`src/rtl/control_acceso_param.sv`:
```
// Gate access controller: validates a BCD PIN strobed in by the keypad,
// counts failed attempts up to a lockout limit, auto-closes the gate after a
// timeout and separates PIN lockout (AI) from tailgating lockout (AB).
//
// Ports:
//   clk, reset     clock; synchronous active-high reset
//   LV, CV         vehicle present at gate / vehicle passed through gate
//   BR             lockout release button (only honoured in BLOQUEO)
//   clave          BCD PIN, N_DIGITOS digits, sampled when clave_valida=1
//   clave_valida   one-cycle strobe marking a complete PIN entry
//   AC, CP         open / close gate pulses (one cycle)
//   AI, AB         wrong-PIN alarm / lockout-tailgating alarm (levels)
//   intentos       failed-attempt count, saturates at MAX_INTENTOS
//   estado         state code: 00 ESPERA, 01 INGRESO, 10 PASANDO, 11 BLOQUEO
module control_acceso_param #(
    parameter int unsigned                N_DIGITOS      = 4,
    parameter logic [4*N_DIGITOS-1:0]     CLAVE_CORRECTA = 16'h2468,
    parameter int unsigned                MAX_INTENTOS   = 3,
    parameter int unsigned                TIMEOUT_CICLOS = 1000,
    localparam int unsigned               W              = 4 * N_DIGITOS,
    localparam int unsigned               CW             = $clog2(MAX_INTENTOS + 1)
) (
    input  logic          clk,
    input  logic          reset,
    input  logic          LV,
    input  logic          CV,
    input  logic          BR,
    input  logic [W-1:0]  clave,
    input  logic          clave_valida,
    output logic          AC,
    output logic          CP,
    output logic          AI,
    output logic          AB,
    output logic [CW-1:0] intentos,
    output logic [1:0]    estado
);

    // Timer only needs to reach TIMEOUT_CICLOS-1.
    localparam int unsigned TW = (TIMEOUT_CICLOS > 1) ? $clog2(TIMEOUT_CICLOS) : 1;
    localparam logic [TW-1:0] T_LAST = TW'(TIMEOUT_CICLOS - 1);

    typedef enum logic [1:0] {
        ESPERA  = 2'b00,
        INGRESO = 2'b01,
        PASANDO = 2'b10,
        BLOQUEO = 2'b11
    } estado_t;

    // Elaboration-time parameter range checks.
    if (N_DIGITOS == 0 || N_DIGITOS > 8) begin : g_bad_n_digitos
        $error("control_acceso_param: N_DIGITOS=%0d outside 1..8", N_DIGITOS);
    end
    if (MAX_INTENTOS == 0 || MAX_INTENTOS > 15) begin : g_bad_max_intentos
        $error("control_acceso_param: MAX_INTENTOS=%0d outside 1..15", MAX_INTENTOS);
    end

    estado_t       st, st_n;
    logic          ac_n, cp_n, ai_n, ab_n;
    logic [CW-1:0] intentos_n;
    logic [TW-1:0] timer, timer_n;
    logic          bcd_ok_c;
    logic          clave_ok_c;
    logic          ultimo_intento_c;

    // A PIN with any nibble above 9 never matches, even if the constant does.
    always_comb begin
        bcd_ok_c = 1'b1;
        for (int unsigned i = 0; i < N_DIGITOS; i++) begin
            if (clave[4*i +: 4] > 4'd9) begin
                bcd_ok_c = 1'b0;
            end
        end
    end

    assign clave_ok_c       = bcd_ok_c && (clave == CLAVE_CORRECTA);
    assign ultimo_intento_c = (32'(intentos) + 32'd1) >= MAX_INTENTOS;

    // State and output registers.
    always_ff @(posedge clk) begin
        if (reset) begin
            st       <= ESPERA;
            AC       <= 1'b0;
            CP       <= 1'b0;
            AI       <= 1'b0;
            AB       <= 1'b0;
            intentos <= '0;
            timer    <= '0;
        end else begin
            st       <= st_n;
            AC       <= ac_n;
            CP       <= cp_n;
            AI       <= ai_n;
            AB       <= ab_n;
            intentos <= intentos_n;
            timer    <= timer_n;
        end
    end

    // Next-state and next-output logic.
    always_comb begin
        st_n       = st;
        ac_n       = 1'b0;
        cp_n       = 1'b0;
        ai_n       = AI;
        ab_n       = AB;
        intentos_n = intentos;
        timer_n    = '0;

        case (st)
            ESPERA: begin
                if (LV && CV) begin
                    st_n = BLOQUEO;
                    ab_n = 1'b1;
                end else if (LV) begin
                    st_n = INGRESO;
                end
            end

            INGRESO: begin
                if (!LV) begin
                    st_n = ESPERA;
                end else if (clave_valida) begin
                    if (clave_ok_c) begin
                        st_n       = PASANDO;
                        ac_n       = 1'b1;
                        intentos_n = '0;
                    end else if (ultimo_intento_c) begin
                        st_n       = BLOQUEO;
                        ai_n       = 1'b1;
                        intentos_n = CW'(MAX_INTENTOS);
                    end else begin
                        intentos_n = intentos + CW'(1);
                    end
                end
            end

            PASANDO: begin
                if (TIMEOUT_CICLOS > 0) begin
                    timer_n = timer + TW'(1);
                end
                // Tailgating wins over a clean pass and over the timeout.
                if (CV && LV) begin
                    st_n = BLOQUEO;
                    ab_n = 1'b1;
                end else if (CV) begin
                    st_n = ESPERA;
                    cp_n = 1'b1;
                end else if (TIMEOUT_CICLOS > 0 && timer == T_LAST) begin
                    st_n = ESPERA;
                    cp_n = 1'b1;
                end
            end

            BLOQUEO: begin
                if (BR) begin
                    st_n       = ESPERA;
                    ai_n       = 1'b0;
                    ab_n       = 1'b0;
                    intentos_n = '0;
                end
            end

            default: begin
                st_n = ESPERA;
            end
        endcase
    end

    assign estado = st;

endmodule
```
`config.mk`:
```
export PLATFORM = sky130hd
export DESIGN_NAME = control_acceso_param
export DESIGN_NICKNAME = d
export VERILOG_FILES = /design/src/rtl/control_acceso_param.sv
export SDC_FILE = /design/constraint.sdc
export NUM_CORES = 1
export LEC_CHECK = 0
export ABC_AREA = 1
export BUFFER_PORTS_ARGS = -buffer_cell sky130_fd_sc_hd__buf_4
export CAP_MARGIN = 20
export CORE_UTILIZATION = 43
export DETAILED_ROUTE_END_ITERATION = 8
export PLACE_DENSITY = 0.7
export SLEW_MARGIN = 20
export SYNTH_ARGS = -nofsm -noshare
export SYNTH_HDL_FRONTEND = slang
export SYNTH_SLANG_ARGS = --single-unit
export TNS_END_PERCENT = 20
```
`constraint.sdc`:
```
create_clock -name clk -period 1.3 [get_ports clk]
set_input_delay 0.26 -clock clk [delete_from_list [all_inputs] [get_ports clk]]
set_output_delay 0.26 -clock clk [all_outputs]
set_load 0.03 [all_outputs]
```
==> impl_metrics.toml, run 1 <==
[yosys]
synth_area_um2 = 958
synthDistinctLibCells = 22
synthFlopType = "dfxtp_1"
synth_nets = 168
yosysSeqAreaShare_pct = 37.6
syn_area_per_cell_um2 = 6.61
syn_inst = 145
ys_warn_count = 0
ys_ff_latch = 18
synth_edf_count = 0
synth-async-reset-ratio_pct = 0

[global_routing]
grt_max_degree = 11
antenna_found_initial = 0
gr-usage-all-layers_pct = 19.6
overflow = 0
grt_pass1_vias = 938
grt_pass1_wl_um = 3750

[sta]
worstMarginPinSlew_ns = 0.230
maxSlewHeadroom_pct = 84.5
holdWs_ns = 0.133
rsz0062_at_grt = "yes"
hold_viol = 0
fmax_mhz = 804
drv_slew = 0
finalSetupViolCount = 0
fin_crit_sh_pct = 95.7
finClkSkew_ns = 0.00264
timing.final.crit_period_ns = 1.24
finalSetupTns_ns = 0

[clock_network]
cts_buffers = 3
clockBufferDepth = 2
htree_levels = 1
clock_sinks = 18
cts_tree = "yes"
insertion_delay_ns = 0.29
clk_pin_slew_worst_paths_ns = 0.10
clockRootBuffer = "clkbuf_4"

[placement]
place_congestion = 0.909
hpwl_um = 1690
place_inst = 203
port_buffers = 29

[worst_hold_path]
hold_class = "input pin to flop"
hold_depth = 2
holdCritStartpoint = "reset"
min_to = "estado[0]"

[finish]
fill_cells = 180
nNetsFinal = 205
seqCellArea_um2 = 373
multi_input_area_um2 = 526
fin_cells = 208
num_antenna_cells = 0
area_growth_pct = 36.7
drive_gt1_share_pct = 37.0
final_cell_mix = "buf_4 (32), nand2_1 (29), nor2_1 (25)"
final_common_cell = "buf_4"

[worst_setup_path]
ff2ff_path_depth = 9
crit_arrival_ns = 1.43
worst_r2r_endpoint = "estado[1]"
worst_setup_path_start_kind = "flop"
slowest_stage = "dfxtp_2"
cp.required_ns = 1.49
r2r_setup_slack_ns = 0.06
cp-end-kind = "flop"
cp_cell_sequence = "inv_2 > nand2_2 > nor2_4 > a21oi_2 > nand2_1 > inv_2 > nand2_1 > nor2_1 > nor2_1"
crit_type = "flop to flop"
path_max_fanout = 4
max_stage_delay_ns = 0.39
reg2reg_from = "estado[1]"

[route]
ant_nets = 0
drc = 0
drt_iter0_markers = 18
via_count = 972
routed_via_density = 4.67
wl_per_cell_um = 9.97
drtPass1Iterations = 5
postRouteWirelength_um = 2070

[die]
std_cell_rows = 16
start_util_pct = 47.4
die_area_um2 = 2420
coreArea_um2 = 2020
num_io_pins = 30
fp.dieH_um = 49.2
die_w_um = 49.2

[run_status]
status = "complete, no violations"

[power]
p_leak_uw = 0.000602
finalPower_uw = 1810
power.density_nw_per_um2 = 1380
ir_drop_v = 0.000959

[job]
maxCapViolCount = 0
[cells by family after synthesis]
group	count (synthesis)	share of synthesized area (%)
and+or+nand+nor	79	37.9
buffers and inverters	27	10.6
AOI/OAI and AO/OA	19	11.7
DFF	18	37.6
xor gates and xnor gates	1	0.914
adders and majority gates	1	1.31
[layer usage]
layer	global-route usage [%]	routed length [um]	vias up
li1	-	-	519
met1	22.0	936	435
met4	5.88	17	0
met5	0	0	-
met2	35.6	1070	14
met3	4.98	56	4
[metrics by stage]
step | setup WS [ns] | utilization, % | cell area (um^2)
after CTS | 0.0103 | 62.5 | 1260
after floorplan | 0.0532 | - | 961
final | 0.0562 | 64.8 | 1310
after detailed placement | 0.0313 | 60.7 | 1230
after global placement | 0.0330 | 60.7 | 1230
after global routing | -0.0227 | 64.8 | 1310
[layout make-up]
type	count	area share, %
timing repair buffer	32	18.3
inverter	27	7.74
sequential	18	28.5
tap	27	2.58
clock buffer	4	2.77
multi-input combinational	100	40.1
[cells in the mapped netlist (all sizes together) (2+ instances only)]
master	number	share of area, %
nor2	31	14
nand4	2	1.3
nor3	3	2.1
inv	27	11
a21oi	10	6.4
nand2	36	15
nand3	5	3.7
dfxtp	18	38
o21ai	8	4.6
[power breakdown]
group	internal [uW]	switching, uW	total, uW
registers	626	73.4	699
clock network	170	173	343
logic	307	456	763
[critical path, delay by kind of cell (launching register included)]
kind | cells | cell delay, ns
AND/OR/NAND/NOR | 6 | 0.48
flip-flops | 1 | 0.39
AO/OA/AOI/OAI | 1 | 0.16
buffers and inverters | 2 | 0.12
[what timing repair did]
| item | CTS | global route |
|---|---|---|
| endpoints found under the setup margin | 0 | 7 |
| gates resized for setup | 0 | 17 |
| buffers inserted | 0 | 1 |
| hold buffers | 0 | 0 |
[state kept, by name, indices dropped and copies added (netlist names)]
register	cells
AB	1
AC	1
AI	1
CP	1
estado	2
intentos	2
timer	10
[how the worst max path moves through the flow]
stage	start	endpoint	depth (start not counted)
2_1_floorplan	estado[1]	estado[1]	9
3_3_place_gp	timer[0]	estado[1]	10
3_5_place_dp	timer[0]	estado[1]	10
4_1_cts	timer[0]	estado[1]	10
5_1_grt	estado[0]	estado[1]	10
6_report	estado[1]	estado[1]	9
(Power assumes the default switching activity.)
==> run 2: changes to the inputs <==
clock period = 1.2 ns   (was 1.3 ns; I/O delays follow)
==> impl_metrics.toml, run 2 (synthesis results as in run 1) <==
[global_routing]
gr-usage-all-layers_pct = 19.9
grt_pass1_wl_um = 3710
overflow = 0
grt_max_degree = 11
antenna_found_initial = 0
grt_pass1_vias = 1005

[sta]
fmax_mhz = 820
fin_ws_ns = -0.0201
finalSetupViolCount = 2
finClkSkew_ns = 0.00511
timing.final.crit_period_ns = 1.22
fin_crit_sh_pct = 102
drv_slew = 0
rsz0062_at_grt = "yes"
worstMarginPinSlew_ns = 0.239
finalSetupTns_ns = -0.0201
maxSlewHeadroom_pct = 83.9
hold_viol = 0

[worst_setup_path]
path_max_fanout = 7
worst_r2r_endpoint = "estado[1]"
ff2ff_path_depth = 10
reg2reg_from = "estado[0]"
crit_type = "flop to flop"
cp-end-kind = "flop"
startpoint = "estado[0]"
r2r_setup_slack_ns = -0.02
cp.required_ns = 1.43
crit_path_end = "estado[1]"
worst_setup_path_start_kind = "flop"
crit_arrival_ns = 1.45

[clock_network]
cts_buffers = 3
htree_levels = 1
clockBufferDepth = 2
clk_pin_slew_worst_paths_ns = 0.10
cts_tree = "yes"
clockRootBuffer = "clkbuf_4"
insertion_delay_ns = 0.30
cts.hold.buffers_added = 0
clock_sinks = 18

[job]
maxCapViolCount = 0

[finish]
drive_gt1_share_pct = 43.6
seqCellArea_um2 = 374
largest_register = "timer"
final_common_cell = "buf_4"
fill_cells = 159
nNetsFinal = 212
multi_input_area_um2 = 563
final_cell_mix = "buf_4 (39), nand2_1 (26), nor2_1 (25)"
largest_reg_flops = 10
area_growth_pct = 46.5
num_antenna_cells = 0

[power]
ir_drop_v = 0.00127
finalPower_uw = 2050
power.density_nw_per_um2 = 1460
p_leak_uw = 0.000665

[die]
std_cell_rows = 16
die_w_um = 49.2
start_util_pct = 47.4
fp.dieH_um = 49.2
die_area_um2 = 2420
coreArea_um2 = 2020
num_io_pins = 30

[route]
drt_iter0_markers = 16
wl_per_cell_um = 11.2
drc = 0
via_count = 1028
drtPass1Iterations = 4
routed_via_density = 4.78
ant_nets = 0
postRouteWirelength_um = 2400

[placement]
place_congestion = 0.900
pre_cts_ws_ns = -0.0360
hpwl_um = 1780
port_buffers = 29

[worst_hold_path]
hold_class = "input pin to flop"

[run_status]
status = "finished with violations"
violations = "negative setup slack"
## run 2: cell count changes in the layout (fill, tap and decap cells not counted), moves of 2 or more
cell,previous run,this run
buf_4,32,39
inv_1,24,20
inv_2,3,6
nand2_1,29,26
nand2_4,0,3
dfxtp_2,4,2
nand3_1,3,1
nand3_2,2,4
## run 2: worst min path at each step
stage | start | to | slack [ns] | depth (start not counted)
after CTS | reset | estado[0] | 0.11 | 2
after global placement | timer[0] | timer[0] | 0.43 | 1
after floorplan | reset | estado[0] | 0.30 | 1
final | reset | estado[0] | 0.12 | 2
after detailed placement | reset | estado[0] | 0.43 | 2
after global routing | reset | estado[0] | 0.09 | 2
## run 2: where the power goes
part	switching, uW	total, uW	internal [uW]
registers	105	789	684
clock network	189	374	185
logic	520	886	366
## run 2: worst max-delay path, cell delays in order (launching register included)
cell     delay (ns)
dfxtp_4        0.40
nand2_4        0.08
inv_2          0.04
nand2_2        0.07
nand2_1        0.07
a21oi_2        0.14
buf_4          0.13
nand2_2        0.06
nand2_1        0.06
nand2_1        0.04
nor2_1         0.07
## run 2: final cells by class
class | count | share of cell area [%]
Sequential cell | 18 | 26.6
Multi-Input combinational cell | 100 | 40.1
Timing Repair Buffer | 39 | 20.9
Tap cell | 27 | 2.41
Clock buffer | 4 | 2.58
Inverter | 27 | 7.40
## run 2: metal layers
| metal | global-route usage (%) | part of all wire (%) | vias up | routed length, um |
|---|---|---|---|---|
| li1 | - | - | 532 | - |
| met1 | 17.7 | 39 | 474 | 924 |
| met2 | 39.5 | 57 | 18 | 1360 |
| met3 | 6.85 | 3.8 | 4 | 90 |
| met4 | 8.33 | 1.0 | 0 | 25 |
| met5 | 0 | 0 | - | 0 |
## run 2: repair_timing
action | in CTS | in global routing
endpoints found under the setup margin | 4 | 12
pin swaps | 1 | 12
gates resized for setup | 3 | 27
setup buffers | 0 | 4
## run 2: per-stage QoR
stage / cells / utilization [%] / area (um^2) / hold slack [ns]
after global placement: 207 / 62.3 / 1260 / 0.428
after global routing: 215 / 69.4 / 1400 / 0.0906
after detailed placement: 207 / 62.3 / 1260 / 0.432
after CTS: 211 / 64.2 / 1300 / 0.106
final: 215 / 69.4 / 1400 / 0.122
after floorplan: 145 / - / 963 / 0.295
==> run 3: changes to the inputs <==
clock period = 1.5 ns   (was 1.2 ns; I/O delays follow)
==> impl_metrics.toml, run 3 (synthesis results as in run 1) <==
[global_routing]
gr-usage-all-layers_pct = 20.2
grt_pass1_vias = 1003
grt_max_degree = 11
antenna_found_initial = 0
grt_pass1_wl_um = 3880
overflow = 0

[finish]
num_antenna_cells = 0
drive_gt1_share_pct = 28.5
final_cell_mix = "nand2_1 (31), buf_4 (30), nor2_1 (28)"
multi_input_area_um2 = 497
seqCellArea_um2 = 360
nNetsFinal = 203
area_growth_pct = 30.8
largest_register = "timer"
final_common_cell = "nand2_1"
utilization_pct = 62.0
fill_cells = 186
largest_reg_flops = 10

[worst_hold_path]
hold_class = "input pin to flop"

[route]
wl_per_cell_um = 9.91
drt_iter0_markers = 8
drtPass1Iterations = 2
postRouteWirelength_um = 2040
drc = 0
via_count = 965
routed_via_density = 4.68
ant_nets = 0

[power]
p_leak_uw = 0.000590
pwr-share-clk_pct = 19.5
power.density_nw_per_um2 = 1200
p_seq_share_pct = 38.9
ir_drop_v = 0.00105
switching_share_pct = 39.1
p_comb_share_pct = 41.6
p_int_uw = 917
switchingPower_uw = 588

[worst_setup_path]
cp-end-kind = "flop"
crit_arrival_ns = 1.53
crit_type = "flop to flop"
path_max_fanout = 3
worst_setup_path_start_kind = "flop"
cp.required_ns = 1.74

[placement]
pre_cts_ws_ns = 0.223
port_buffers = 29
place_congestion = 0.955
hpwl_um = 1680

[clock_network]
clockBufferDepth = 2
cts.hold.buffers_added = 0
htree_levels = 1
cts_tree = "yes"
cts_buffers = 3
clk_pin_slew_worst_paths_ns = 0.10
insertion_delay_ns = 0.29
post_cts_buffers = 0
clock_sinks = 18
post_cts_resized = 0
clockRootBuffer = "clkbuf_4"

[sta]
timing.final.crit_period_ns = 1.29
maxSlewHeadroom_pct = 83.3
finalSetupTns_ns = 0
worstMarginPinSlew_ns = 0.251
rsz0062_at_grt = "no"
fmax_mhz = 776
fin_ws_ns = 0.211
fin_crit_sh_pct = 85.9
hold_viol = 0
drv_slew = 0
finalSetupViolCount = 0
finClkSkew_ns = 0.000904

[die]
num_io_pins = 30
coreArea_um2 = 2020
die_w_um = 49.2
std_cell_rows = 16
start_util_pct = 47.4
fp.dieH_um = 49.2
die_area_um2 = 2420

[run_status]
status = "complete, no violations"

[job]
maxCapViolCount = 0
-- run 3: cell count changes in the layout (fill, tap and decap cells not counted), sizes merged --
cell  previous run  this run
buf             39        30
-- run 3: worst paths after layout --
kind	cells after the start	slack, ns	startpoint	end
hold / removal	2	0.18	reset	estado[0]
hold reg to reg	1	0.45	timer[0]	timer[0]
setup reg to reg	7	0.21	timer[0]	timer[8]
setup / recovery	7	0.21	timer[0]	timer[8]
-- run 3: layout make-up --
type / count / share of cell area [%]
Clock buffer: 4 / 2.89
Sequential cell: 18 / 28.7
Multi-Input combinational cell: 100 / 39.6
Timing Repair Buffer: 30 / 18.0
Inverter: 27 / 8.08
Tap cell: 27 / 2.69
-- run 3: routing by layer --
layer  vias up  routed length [um]  global-route usage (%)
met3         2                  74                    4.67
met4         0                  21                    5.39
li1        514                   -                       -
met1       434                 882                    22.6
met5         -                   0                       0
met2        15                1060                    37.4
-- run 3: critical path, stage by stage (launching register included) --
cell and delay (ns):
dfxtp_1 0.36, ha_1 0.17, nand2_1 0.07, inv_1 0.11
nand4_1 0.17, o21ai_0 0.21, nand2_1 0.07, nor2_1 0.07
-- run 3: power by group through the flow --
stage	registers, uW	logic, uW	clock network [uW]
after CTS	585	628	309
after detailed placement	597	624	0
after global routing	594	685	328
after floorplan	673	360	0
final	585	626	293
after global placement	593	613	0
-- run 3: through the flow --
stage	area, um^2	hold slack (ns)	instances	power, uW
after global routing	1250	0.167	206	1610
after global placement	1220	0.427	202	1210
final	1250	0.183	206	1500
after CTS	1250	0.171	206	1520
after detailed placement	1220	0.435	202	1220
after floorplan	958	0.362	145	1030
